--- src/rtl/cnt_reader_pkg.sv ---
// cnt_reader_pkg: shared timer register-reader types and constants.
package cnt_reader_pkg;

    localparam int APB_DW = 32;
    localparam int WAIT_W = 4;
    localparam logic [11:0] TDR0_OFF = 12'h004;
    localparam logic [11:0] TDR1_OFF = 12'h008;

    typedef enum logic [1:0] {
        IDLE = 2'd0,
        WAIT = 2'd1,
        DONE = 2'd2
    } state_t;

endpackage

--- src/rtl/cnt_reader_apb_wait_gen.sv ---
// apb_wait_gen: APB wait-state down-counter; done pulses in the cycle the count expires.
module apb_wait_gen #(
    parameter int W = 4
) (
    input  logic         clk,
    input  logic         rst,
    input  logic         load,
    input  logic [W-1:0] value,
    output logic         done
);

    logic [W-1:0] wait_cnt;
    logic         active;

    always_ff @(posedge clk) begin
        if (rst) begin
            wait_cnt <= '0;
            active   <= 1'b0;
        end else if (load) begin
            wait_cnt <= value;
            active   <= value != '0;
        end else if (active) begin
            wait_cnt <= wait_cnt - 1'b1;
            active   <= wait_cnt != W'(1);
        end
    end

    // A zero load completes immediately so no wait state is inserted.
    assign done = load ? value == '0 : active && wait_cnt == W'(1);

endmodule

--- src/rtl/cnt_reader.sv ---
// cnt_reader: APB read port for a 64-bit counter with a coherent high-word snapshot.
module cnt_reader
    import cnt_reader_pkg::*;
#(
    parameter int                ADDR_W      = 12,
    parameter logic [ADDR_W-1:0] TDR0_ADDR   = ADDR_W'(TDR0_OFF),
    parameter logic [ADDR_W-1:0] TDR1_ADDR   = ADDR_W'(TDR1_OFF),
    parameter int                WAIT_CYCLES = 1
) (
    input  logic              clk,
    input  logic              rst,
    input  logic              psel,
    input  logic              penable,
    input  logic              pwrite,
    input  logic [ADDR_W-1:0] paddr,
    input  logic [63:0]       cnt,
    input  logic              cnt_clr,
    output logic [APB_DW-1:0] prdata,
    output logic              pready,
    output logic              pslverr
);

    state_t            state, state_nx;
    logic              capture, wait_done, rd0, rd1, snap_vld, cap_err;
    logic [APB_DW-1:0] shadow_hi, cap_data;

    assign capture = state == IDLE && psel && penable && !pready;
    assign rd0     = !pwrite && paddr == TDR0_ADDR;
    assign rd1     = !pwrite && paddr == TDR1_ADDR;

    apb_wait_gen #(.W(WAIT_W)) u_wait (
        .clk   (clk),
        .rst   (rst),
        .load  (capture),
        .value (WAIT_W'(WAIT_CYCLES)),
        .done  (wait_done)
    );

    always_ff @(posedge clk) begin
        if (rst) state <= IDLE;
        else     state <= state_nx;
    end

    always_comb begin
        state_nx = IDLE;
        case (state)
            IDLE:    state_nx = capture ? (wait_done ? DONE : WAIT) : IDLE;
            WAIT:    state_nx = !psel ? IDLE : wait_done ? DONE : WAIT;
            default: state_nx = IDLE;
        endcase
    end

    always_comb begin
        cap_data = rd0 ? cnt[31:0] : rd1 ? (snap_vld ? shadow_hi : cnt[63:32]) : '0;
        cap_err  = !pwrite && !rd0 && !rd1;
    end

    // Response is held from capture until the transfer ends or aborts.
    always_ff @(posedge clk) begin
        if (rst) begin
            prdata  <= '0;
            pslverr <= 1'b0;
            pready  <= 1'b0;
        end else begin
            pready <= state_nx == DONE;
            if (capture) begin
                prdata  <= cap_data;
                pslverr <= cap_err;
            end else if (state_nx == IDLE) begin
                prdata  <= '0;
                pslverr <= 1'b0;
            end
        end
    end

    // A low-word capture wins over a coincident counter clear.
    always_ff @(posedge clk) begin
        if (rst) begin
            shadow_hi <= '0;
            snap_vld  <= 1'b0;
        end else begin
            if (capture && rd0) shadow_hi <= cnt[63:32];
            snap_vld <= capture && rd0 ? 1'b1 : (capture && rd1) || cnt_clr ? 1'b0 : snap_vld;
        end
    end

endmodule

--- config.mk ---
export PLATFORM = sky130hd
export DESIGN_NAME = cnt_reader
export DESIGN_NICKNAME = d
export VERILOG_FILES = /design/src/rtl/cnt_reader_pkg.sv /design/src/rtl/cnt_reader_apb_wait_gen.sv /design/src/rtl/cnt_reader.sv
export SDC_FILE = /design/constraint.sdc
export NUM_CORES = 1
export LEC_CHECK = 0
export ABC_CLOCK_PERIOD_IN_PS = 2700
export CORE_MARGIN = 3
export CORE_UTILIZATION = 49
export CTS_CLUSTER_DIAMETER = 150
export DETAILED_ROUTE_END_ITERATION = 8
export GPL_ROUTABILITY_DRIVEN = 0
export MAX_ROUTING_LAYER = met4
export PLACE_DENSITY = 0.93
export SYNTH_ARGS = -nofsm -noshare
export SYNTH_HDL_FRONTEND = slang
export SYNTH_SLANG_ARGS = --single-unit
--- constraint.sdc ---
create_clock -name clk -period 2.7 [get_ports clk]
set_clock_uncertainty 0.15 [all_clocks]
set_input_delay 0.54 -clock clk [delete_from_list [all_inputs] [get_ports clk]]
set_output_delay 0.54 -clock clk [all_outputs]
set_load 0.02 [all_outputs]
# [Word-level counts from Yosys, hierarchy flattened]
# Index checks and enable logic that the tools add are counted.
[word_totals] reg_bits=74 input_bits=82 wordCells=55
[op_classes] n_addsub=1 n_eq_ne=6 muxes=18 n_reduce_logical=21
[op_table] operator="$mux 32" n=5
[op_table] operator="$eq 12x3->1 const B" n=1
[op_table] operator="$eq 12x4->1 const B" n=1
[op_table] operator="$logic_and 1x1->1" n=10
[op_table] operator="$mux 1" n=9
[op_table] operator="$mux 2" n=3
[op_table] operator="$reduce_bool 2->1" n=3
[op_table] operator="$eq 4x1->1 const B" n=1
[op_table] operator="$logic_not 1->1" n=4
[op_table] operator="$logic_not 2->1" n=2
[op_table] operator="$ne 4x1->1 const B" n=1
[op_table] operator="$pmux 2 s2" n=1
[op_table] operator="$sub 4x1->4 const B" n=1
[op_table] operator="$eq 2x1->1 const B" n=1
[op_table] operator="$eq 2x2->1 const B" n=1
[op_table] operator="$reduce_or 2->1" n=1
[op_table] operator="$logic_or 1x1->1" n=1

# [Longest topological paths before layout]
# Gate-level depths: netlist of the first run.
[logic_depth] word_depth=11 mapped_depth=7 depth_no_buf=6

# [By module]
# A second synthesis of the first run with hierarchy kept.
[unflattened] hier_cells=394 hier_area_um2=3549.7
[modules_own_cells] module="cnt_reader" n_inst=1 cells_per_inst=360 area_per_inst_um2=3239.4 seq_area_each_um2=1381.3
[modules_own_cells] module="apb_wait_gen" n_inst=1 cells_per_inst=34 area_per_inst_um2=310.3 seq_area_each_um2=100.1

# [Least setup slack after synthesis of the first run]
# OpenSTA, ideal clock, no wires.
[synth_path] path_kind="input port to flip-flop" start="in paddr[9]" end="reg shadow_hi[21]" setup_ns=0.071 t_arrival_ns=1.559 required_ns=2.479 path_slack_ns=0.921 cell_stages=7 n_path_buf=3 path_cell_list="nor4_4 and4_1 buf_4 buf_6 buf_6 nand3_1 a21oi_1"
[synth_between] elab_chain_cells=3
[synth_lines] element="from (decl)" line_no="cnt_reader.sv:15" rtl="input logic [ADDR_W-1:0] paddr,"
[synth_lines] element="$eq 12x3->1" line_no="cnt_reader.sv:28" rtl="assign rd0 = !pwrite && paddr == TDR0_ADDR;"
[synth_lines] element="$logic_and 1x1->1" line_no="cnt_reader.sv:28"
[synth_lines] element="$logic_and 1x1->1" line_no="cnt_reader.sv:82" rtl="if (capture && rd0) shadow_hi <= cnt[63:32];"
[synth_lines] element="to (signal assigned)" line_no="cnt_reader.sv:82"
[synth_lines] element="to (decl)" line_no="cnt_reader.sv:25" rtl="logic [APB_DW-1:0] shadow_hi, cap_data;"
# No other way between the ends.
# A chain may end at the register's enable or synchronous reset.

# [Worst setup path after layout of the first run]
[layout_path] start="in paddr[9]" end="reg shadow_hi[5]"
# The elaborated chain is that of the path after synthesis.

==> results of run 1 <==
synth_stat cells, types with 3 or more instances:
| cell type | number |
|---|---|
| a21oi_1 | 36 |
| buf_6 | 4 |
| a32oi_1 | 32 |
| mux2i_1 | 32 |
| inv_1 | 3 |
| o21ai_1 | 30 |
| buf_2 | 15 |
| nand2_1 | 6 |
| nand3_1 | 33 |
| clkbuf_1 | 12 |
| clkbuf_2 | 3 |
| dfxtp_1 | 74 |
| nor2_1 | 5 |
| a21bo_2 | 32 |
| o21ai_0 | 4 |
placed cells by master, fill, tap and decap left out:
cell	n
clkdlybuf4s50_1	114
dfxtp_1	73
a21oi_1	36
nand3_1	33
a21bo_2	32
mux2i_1	32
a32oi_1	32
o21ai_1	30
clkbuf_8	9
buf_4	7
nand2_1	6
nor2_1	4
o21ai_0	4
clkinvlp_4	4
buf_12	4
inv_1	3
nor4_4	3
nor3b_1	2
xor2_1	2
nor3_1	2
nand2b_1	2
xnor2_1	2
nor4_1	2
ha_1	2
clkinv_2	2
and4_2	1
a2111oi_0	1
nand3b_1	1
or3b_2	1
nor4b_4	1
and3_1	1
nor2_2	1
nor4b_1	1
nand4_1	1
a311o_1	1
bufinv_16	1
buf_2	1
dfxtp_2	1
metal layers:
layer	vias up	global-route usage	part of all wire
li1	1523	-	-
met3	26	0.04516	0.053
met5	-	-	0
met1	1510	0.2737	0.41
met2	122	0.4139	0.51
met4	0	0.1245	0.028
where the power goes:
part | internal (mW) | switching [mW]
sequential | 1.10 | 0.00830
clock | 0.423 | 0.413
combinational | 0.137 | 0.0952
total | 1.66 | 0.517
stage by stage:
stage	std cells	worst slack (ns)	util
2_1_floorplan	349	0.9208	-
3_3_place_gp	532	0.2390	0.7055
3_5_place_dp	532	0.1691	0.7055
4_1_cts	548	0.5097	0.7350
5_1_grt	548	0.4184	0.7350
6_report	548	0.4947	0.7350
worst max-delay path by stage:
stage,depth (start not counted),slack (ns),to,start
global placement,6,0.24,shadow_hi[5],paddr[5]
floorplan,7,0.92,shadow_hi[21],paddr[9]
detailed placement,6,0.17,shadow_hi[6],paddr[9]
global route,6,0.42,shadow_hi[12],paddr[9]
finish,6,0.49,shadow_hi[5],paddr[9]
CTS,6,0.51,shadow_hi[14],paddr[9]
sequential cells by signal, indices dropped and copies added (netlist names):
register,cells
pslverr,1
snap_vld,1
u_wait.active,1
pready,1
state,2
u_wait.wait_cnt,4
prdata,32
shadow_hi,32
cell type report:
class                           instances  area, µm²
Timing Repair Buffer                  126       1279
Multi-Input combinational cell        236       1744
Sequential cell                        74       1483
Clock buffer                            9      123.9
Inverter                                3      11.26
Fill cell                             460       1740
Clock inverter                          7      70.07
Tap cell                               93      116.4
kinds of logic (layout without fill, tap and decap cells):
group,count (synthesis),in the layout,synth area share
AOI/OAI and AO/OA,136,136,0.2839
xor gates and xnor gates,4,4,0.01026
adders and majority gates,2,2,0.007325
buffers and inverters,39,145,0.05934
DFF,74,74,0.4337
muxes,32,32,0.09377
and+or+nand+nor,62,62,0.1117
worst max-delay path: stages:
cell and delay (ns):
clkdlybuf4s50_1 0.45, nor4_4 0.35, and4_2 0.45, buf_12 0.24
a21bo_2 0.15, a21oi_1 0.07
==> flow_summary.toml, run 1 <==
[floorplan]
die_x_um = 89.49
die-area_um2 = 8008
initial_utilization = 0.5201
die_h_um = 89.49
rows = 29
ios = 116
core_um2 = 6568

[cts]
cts_buffers = 9
h-tree-depth = 3
clock_sinks = 74
root_buffer = "clkbuf_8"
holdBufCountCts = 0
clkLatencyLatePin_ns = 0.34
clkTransAtPathRegs_ns = 0.08
tritoncts = "built"
cts_setup_buffers = 0
clock_path_buffers = 2
ctsResizeCount = 0

[hold_path]
whs_path_depth = 2
hold_class = "reg -> reg"
hold_end = "pslverr"
min-delay-start = "pslverr"

[pwr]
p_total_mw = 2.174
ir_worst_vdd_mv = 0.3261
cellPowerDensity_nw_per_um2 = 450.4
leakagePower_nw = 1.580

[placement]
dpl_cell_area_um2 = 4633
dp_hpwl_um = 6574
port_buffers = 115

[logic_synthesis]
syn_inst = 349
synth-seq-cells = 74
async_flop_share = 0
synth_cell_type_count = 35
seq_area_frac_synth = 0.4337
synth_ff_type = "dfxtp_1"
synth_edf_count = 0
syn_avg_cell_area_um2 = 9.787
syn_area_um2 = 3416
yosys.area.top_type_share = 0.4337
synth_area_leaders = "dfxtp_1 43%, a21bo_2 9.4%, mux2i_1 9.4%"
synth_largest_area_cell = "dfxtp_1"
yosys_warnings = 0
synth_nets = 433

[sta]
relSlewSlack = 0.5812
period_needed_ns = 2.205
worstMarginPinSlew_ns = 0.6282
setup_tns_ns = 0
holdWs_ns = 0.3143
hold_viol = 0
max_freq_mhz = 453.4
finalMaxSlewViolations = 0
grt_setup_unrepaired = "no"
setup_violations = 0
period_share = 0.8168

[routing]
via_count = 3181
vias_per_cell = 5.805
wire_per_inst_um = 17.42
firstDrtPassIters = 4
drtIter0Drc = 168
postRouteAntennaNets = 0
wl_um = 9544
drc = 0

[final_layout]
nNetsFinal = 534
syn_to_final_growth_pct = 41.32
drive_gt1_frac = 0.1495
diodes = 0
postLayoutCellArea_um2 = 4827

[grt]
antenna_found_initial = 0
first_global_vias = 3160
grt_max_degree = 72
grt_first_pass_wirelength_um = 14590
overflow = 0
grtUsageTotal = 0.2444

[critical_path]
crit_arrival_ns = 2.26
cp_data_required_time_ns = 2.75
timing.rr.start = "snap_vld"
r2r_end = "prdata[19]"
criticalPathCategory = "in -> reg"
rrSetupSlack_ns = 0.94
crit_fanout = 39
r2r_cells = 3
worstSetupEndpointType = "register"
start_kind = "input port"

[flow_run]
drv_cap = 0

[status]
status = "finished clean"
(Power assumes the default switching activity.)
==> inputs of run 2 (changes only) <==
--- a/config.mk
+++ b/config.mk
@@ -5,14 +5,14 @@
 export SDC_FILE = /design/constraint.sdc
 export NUM_CORES = 1
 export LEC_CHECK = 0
-export ABC_CLOCK_PERIOD_IN_PS = 2700
+export ABC_CLOCK_PERIOD_IN_PS = 2200
 export CORE_MARGIN = 3
-export CORE_UTILIZATION = 49
+export CORE_UTILIZATION = 46
 export CTS_CLUSTER_DIAMETER = 150
 export DETAILED_ROUTE_END_ITERATION = 8
 export GPL_ROUTABILITY_DRIVEN = 0
 export MAX_ROUTING_LAYER = met4
-export PLACE_DENSITY = 0.93
+export PLACE_DENSITY = 0.89
 export SYNTH_ARGS = -nofsm -noshare
 export SYNTH_HDL_FRONTEND = slang
 export SYNTH_SLANG_ARGS = --single-unit
==> constraint.sdc (replaced) <==
create_clock -name clk -period 2.2 [get_ports clk]
set_clock_uncertainty 0.15 [all_clocks]
set_input_delay 0.44 -clock clk [delete_from_list [all_inputs] [get_ports clk]]
set_output_delay 0.44 -clock clk [all_outputs]
set_load 0.02 [all_outputs]
==> run 2 against run 1 <==
Sequential power up 23%. Design area up 2.7%. Combinational power is 31% higher. Critical path depth fell by 5. Critical endpoint is now pready. Largest cell class unchanged. Total power up 25%. Global-route usage down 0.35 points. Sequential share of layout area shrank 0.81 points. Count of clock-buffer cells in the layout up 1.
==> flow_summary.toml, run 2 (same netlist as run 1, synthesis figures left out) <==
[routing]
drc = 0
postRouteAntennaNets = 0
vias_per_cell = 5.790
via_count = 3248
wire_per_inst_um = 17.66
drtIter0Drc = 205
firstDrtPassIters = 6
wl_um = 9906

[final_layout]
seqCellArea_um2 = 1483
final_cell_mix = "114 x clkdlybuf4s50_1, 73 x dfxtp_1, 36 x a21oi_1"
layout.cells.most_common = "clkdlybuf4s50_1"
drive_gt1_frac = 0.1656
diodes = 0
num-fill-cells = 499
postLayoutCellArea_um2 = 4957
nNetsFinal = 544
multiInputGateArea_um2 = 1744
syn_to_final_growth_pct = 45.13
reg_top3 = "prdata x32, shadow_hi x32, u_wait.wait_cnt x4"

[critical_path]
path_depth = 1
crit_fanout = 3
r2r_end = "pready"
cp_data_required_time_ns = 1.61
worstSetupEndpointType = "primary output"
crit_arrival_ns = 1.39
max_stage_delay_ns = 0.64
r2r_cells = 4
crit_slowest_cell = "clkdlybuf4s50_1"
start_kind = "register"
rrSetupSlack_ns = 0.49
cp_num_buf_inv = 1
timing.rr.start = "u_wait.wait_cnt[0]"
criticalPathCategory = "reg -> out"
critical_path.top_delay_family = "buffers and inverters"
path_cells = "clkdlybuf4s50_1"

[floorplan]
die-area_um2 = 8495
ios = 116
rows = 30
initial_utilization = 0.4892
die_x_um = 92.17
core_um2 = 6982
die_h_um = 92.17

[cts]
cts_setup_buffers = 0
tritoncts = "built"
holdBufCountCts = 0
clock_sinks = 74
h-tree-depth = 3
clkLatencyLatePin_ns = 0.35
root_buffer = "clkbuf_8"
clkTransAtPathRegs_ns = 0.08
cts_buffers = 9
clock_path_buffers = 2
ctsResizeCount = 0

[sta]
relSlewSlack = 0.7407
finalMaxSlewViolations = 0
grt_setup_unrepaired = "no"
period_needed_ns = 1.975
worstMarginPinSlew_ns = 0.3836
hold_viol = 0
setup_tns_ns = 0
max_freq_mhz = 506.3
setup_violations = 0
period_share = 0.8979

[grt]
grtUsageTotal = 0.2409
grtUsageMet1 = 0.2914
grt_first_pass_wirelength_um = 15980
top_usage_layer = "met2"
grt_max_degree = 34
first_global_vias = 3166
overflow = 0
use_met3 = 0.04348
antenna_found_initial = 0
grt_util_met2 = 0.4039

[hold_path]
hold_end = "shadow_hi[4]"
hold_class = "in -> reg"
min-delay-start = "rst"
whs_path_depth = 2

[placement]
dp_hpwl_um = 7128
port_buffers = 115
dpl_cell_area_um2 = 4762

[pwr]
cellPowerDensity_nw_per_um2 = 546.3
leakagePower_nw = 1.640
ir_worst_vdd_mv = 0.3042

[flow_run]
drv_cap = 0

[status]
status = "finished clean"
run 2: changes by cell type in the layout (fill, tap and decap cells not counted), sizes merged:
| cell | delta |
|---|---|
| buf | +10 |
| clkinv | -2 |
| clkbuf | +1 |
| clkinvlp | +1 |
run 2: report_power, final:
| group | internal, mW | switching [mW] |
|---|---|---|
| clock network | 0.523 | 0.521 |
| registers | 1.35 | 0.0112 |
| logic | 0.184 | 0.121 |
| total | 2.05 | 0.654 |
run 2: per-stage QoR:
stage	hold WS [ns]	setup WS (ns)	power, mW	cells	utilization
6_report	0.2506	0.2247	2.708	561	0.7100
5_1_grt	0.2603	0.1190	2.797	561	0.7100
3_5_place_dp	0.3057	-0.1278	1.691	545	0.6821
2_1_floorplan	0.3189	0.5208	1.480	349	-
3_3_place_gp	0.3026	-0.07698	1.681	545	0.6821
4_1_cts	0.2536	0.2051	2.713	561	0.7100
run 2: area by class of cell:
| cell class | count | share of cell area |
|---|---|---|
| repair buffers | 136 | 0.2832 |
| flip-flops and latches | 74 | 0.2991 |
| well taps | 96 | 0.02423 |
| inverters | 3 | 0.002272 |
| clock inverters | 6 | 0.01363 |
| multi-input cells | 236 | 0.3518 |
| clock buffers | 10 | 0.02574 |
run 2: worst max-delay path by stage:
stage | endpoint | start
2_1_floorplan | shadow_hi[21] | paddr[9]
3_3_place_gp | shadow_hi[28] | paddr[9]
3_5_place_dp | shadow_hi[26] | paddr[9]
4_1_cts | pready | pready
5_1_grt | shadow_hi[22] | paddr[4]
6_report | pready | pready
run 2: routing by layer:
layer	wire length [µm]	vias up
met4	174	0
met2	5085	112
li1	-	1542
met1	4087	1574
met5	0	-
met3	559	20
==> inputs of run 3 (changes only) <==
--- a/config.mk
+++ b/config.mk
@@ -8,11 +8,13 @@
 export ABC_CLOCK_PERIOD_IN_PS = 2200
 export CORE_MARGIN = 3
 export CORE_UTILIZATION = 46
+export CTS_BUF_LIST = sky130_fd_sc_hd__clkbuf_16
 export CTS_CLUSTER_DIAMETER = 150
 export DETAILED_ROUTE_END_ITERATION = 8
 export GPL_ROUTABILITY_DRIVEN = 0
 export MAX_ROUTING_LAYER = met4
 export PLACE_DENSITY = 0.89
+export SKIP_LAST_GASP = 1
 export SYNTH_ARGS = -nofsm -noshare
 export SYNTH_HDL_FRONTEND = slang
 export SYNTH_SLANG_ARGS = --single-unit
==> run 3 against run 2 <==
Sequential cell count did not move. Design area grew 2.0%. Die area did not move. Global-route usage up 0.22 points. First-iteration DRC count down 9.8%. Combinational power rose by 1%. Utilization grew 1.5 points.
==> flow_summary.toml, run 3 (same netlist as run 1, synthesis figures left out) <==
[routing]
vias_per_cell = 5.831
firstDrtPassIters = 5
wl_um = 10180
drc = 0
wire_per_inst_um = 18.15
postRouteAntennaNets = 0
via_count = 3271
drtIter0Drc = 185

[cts]
cts_buffers = 9
tritoncts = "built"
ctsResizeCount = 0
clkTransAtPathRegs_ns = 0.06
cts_setup_buffers = 0
clkLatencyLatePin_ns = 0.33
holdBufCountCts = 0
h-tree-depth = 3
clock_sinks = 74
root_buffer = "clkbuf_16"
clock_path_buffers = 2

[flow_run]
drv_cap = 0

[final_layout]
postLayoutCellArea_um2 = 5059
syn_to_final_growth_pct = 48.10
nNetsFinal = 544
diodes = 0
reg_top3 = "prdata x32, shadow_hi x32, u_wait.wait_cnt x4"
fin_cells = 561
drive_gt1_frac = 0.1656
multiInputGateArea_um2 = 1744
num-fill-cells = 478
final_cell_mix = "114 x clkdlybuf4s50_1, 73 x dfxtp_1, 36 x a21oi_1"
layout.cells.most_common = "clkdlybuf4s50_1"
seqCellArea_um2 = 1483

[placement]
dp_hpwl_um = 7128
dpl_cell_area_um2 = 4762
port_buffers = 115
placed_cells = 545
place_ws_ns = -0.1278

[sta]
setup_violations = 0
finalMaxSlewViolations = 0
period_share = 0.9224
grt_setup_unrepaired = "no"
hold_viol = 0
max_freq_mhz = 492.8
holdWs_ns = 0.2761
worstMarginPinSlew_ns = 0.3784
setup_ws_ns = 0.1707
period_needed_ns = 2.029
relSlewSlack = 0.7442

[pwr]
cellPowerDensity_nw_per_um2 = 614.0
p_total_mw = 3.106
leakagePower_nw = 1.690
ir_worst_vdd_mv = 0.4971

[floorplan]
core_um2 = 6982
die_h_um = 92.17
rows = 30
die_x_um = 92.17
die-area_um2 = 8495
initial_utilization = 0.4892
ios = 116

[critical_path]
start_kind = "input port"
worstSetupEndpointType = "register"
cp_data_required_time_ns = 2.29
max_stage_delay_ns = 0.45
crit_slowest_cell = "clkdlybuf4s50_1"
criticalPathCategory = "in -> reg"
crit_arrival_ns = 2.12
crit_fanout = 14
r2r_cells = 4
path_cells = "clkdlybuf4s50_1 > nor4_4 > and4_2 > buf_4 > nand3_1 > a21oi_1"

[grt]
first_global_vias = 3223
grtUsageTotal = 0.2431
grt_max_degree = 34
grt_first_pass_wirelength_um = 16130
overflow = 0
antenna_found_initial = 0

[hold_path]
hold_class = "in -> reg"
whs_path_depth = 2

[status]
status = "finished clean"
==> run 3: stage by stage <==
step,util,TNS [ns]
finish,0.7246,0
global route,0.7246,0
CTS,0.7246,0
detailed placement,0.6821,-3.647
global placement,0.6821,-1.477
floorplan,-,0
==> run 3: cell type report <==
cell class | instances | area share
clock buffers | 9 | 0.04452
inverters | 3 | 0.002226
repair buffers | 136 | 0.2775
clock inverters | 7 | 0.01410
flip-flops and latches | 74 | 0.2931
well taps | 96 | 0.02374
multi-input cells | 236 | 0.3448
==> run 3: critical path: cells and delay by family <==
kind	cells	cell delay, ns
compound gates	1	0.21
buf+inv	2	0.68
simple gates	3	0.77
==> run 3: layer usage <==
metal,vias to the layer above,global-route usage,share of wire
met4,0,0.1002,0.020
li1,1546,-,-
met5,-,-,0
met2,117,0.4033,0.51
met1,1585,0.2901,0.42
met3,23,0.04594,0.056
==> run 3: where the power goes <==
part / total (mW) / switching, mW / internal [mW]
logic: 0.309 / 0.124 / 0.184
registers: 1.36 / 0.0112 / 1.35
clock network: 1.44 / 0.564 / 0.872
==> run 3: final timing paths <==
path,from,end,slack (ns)
max,paddr[9],shadow_hi[25],0.17
min,rst,shadow_hi[3],0.28
max reg2reg,u_wait.wait_cnt[0],pready,0.46
min reg2reg,pslverr,pslverr,0.32
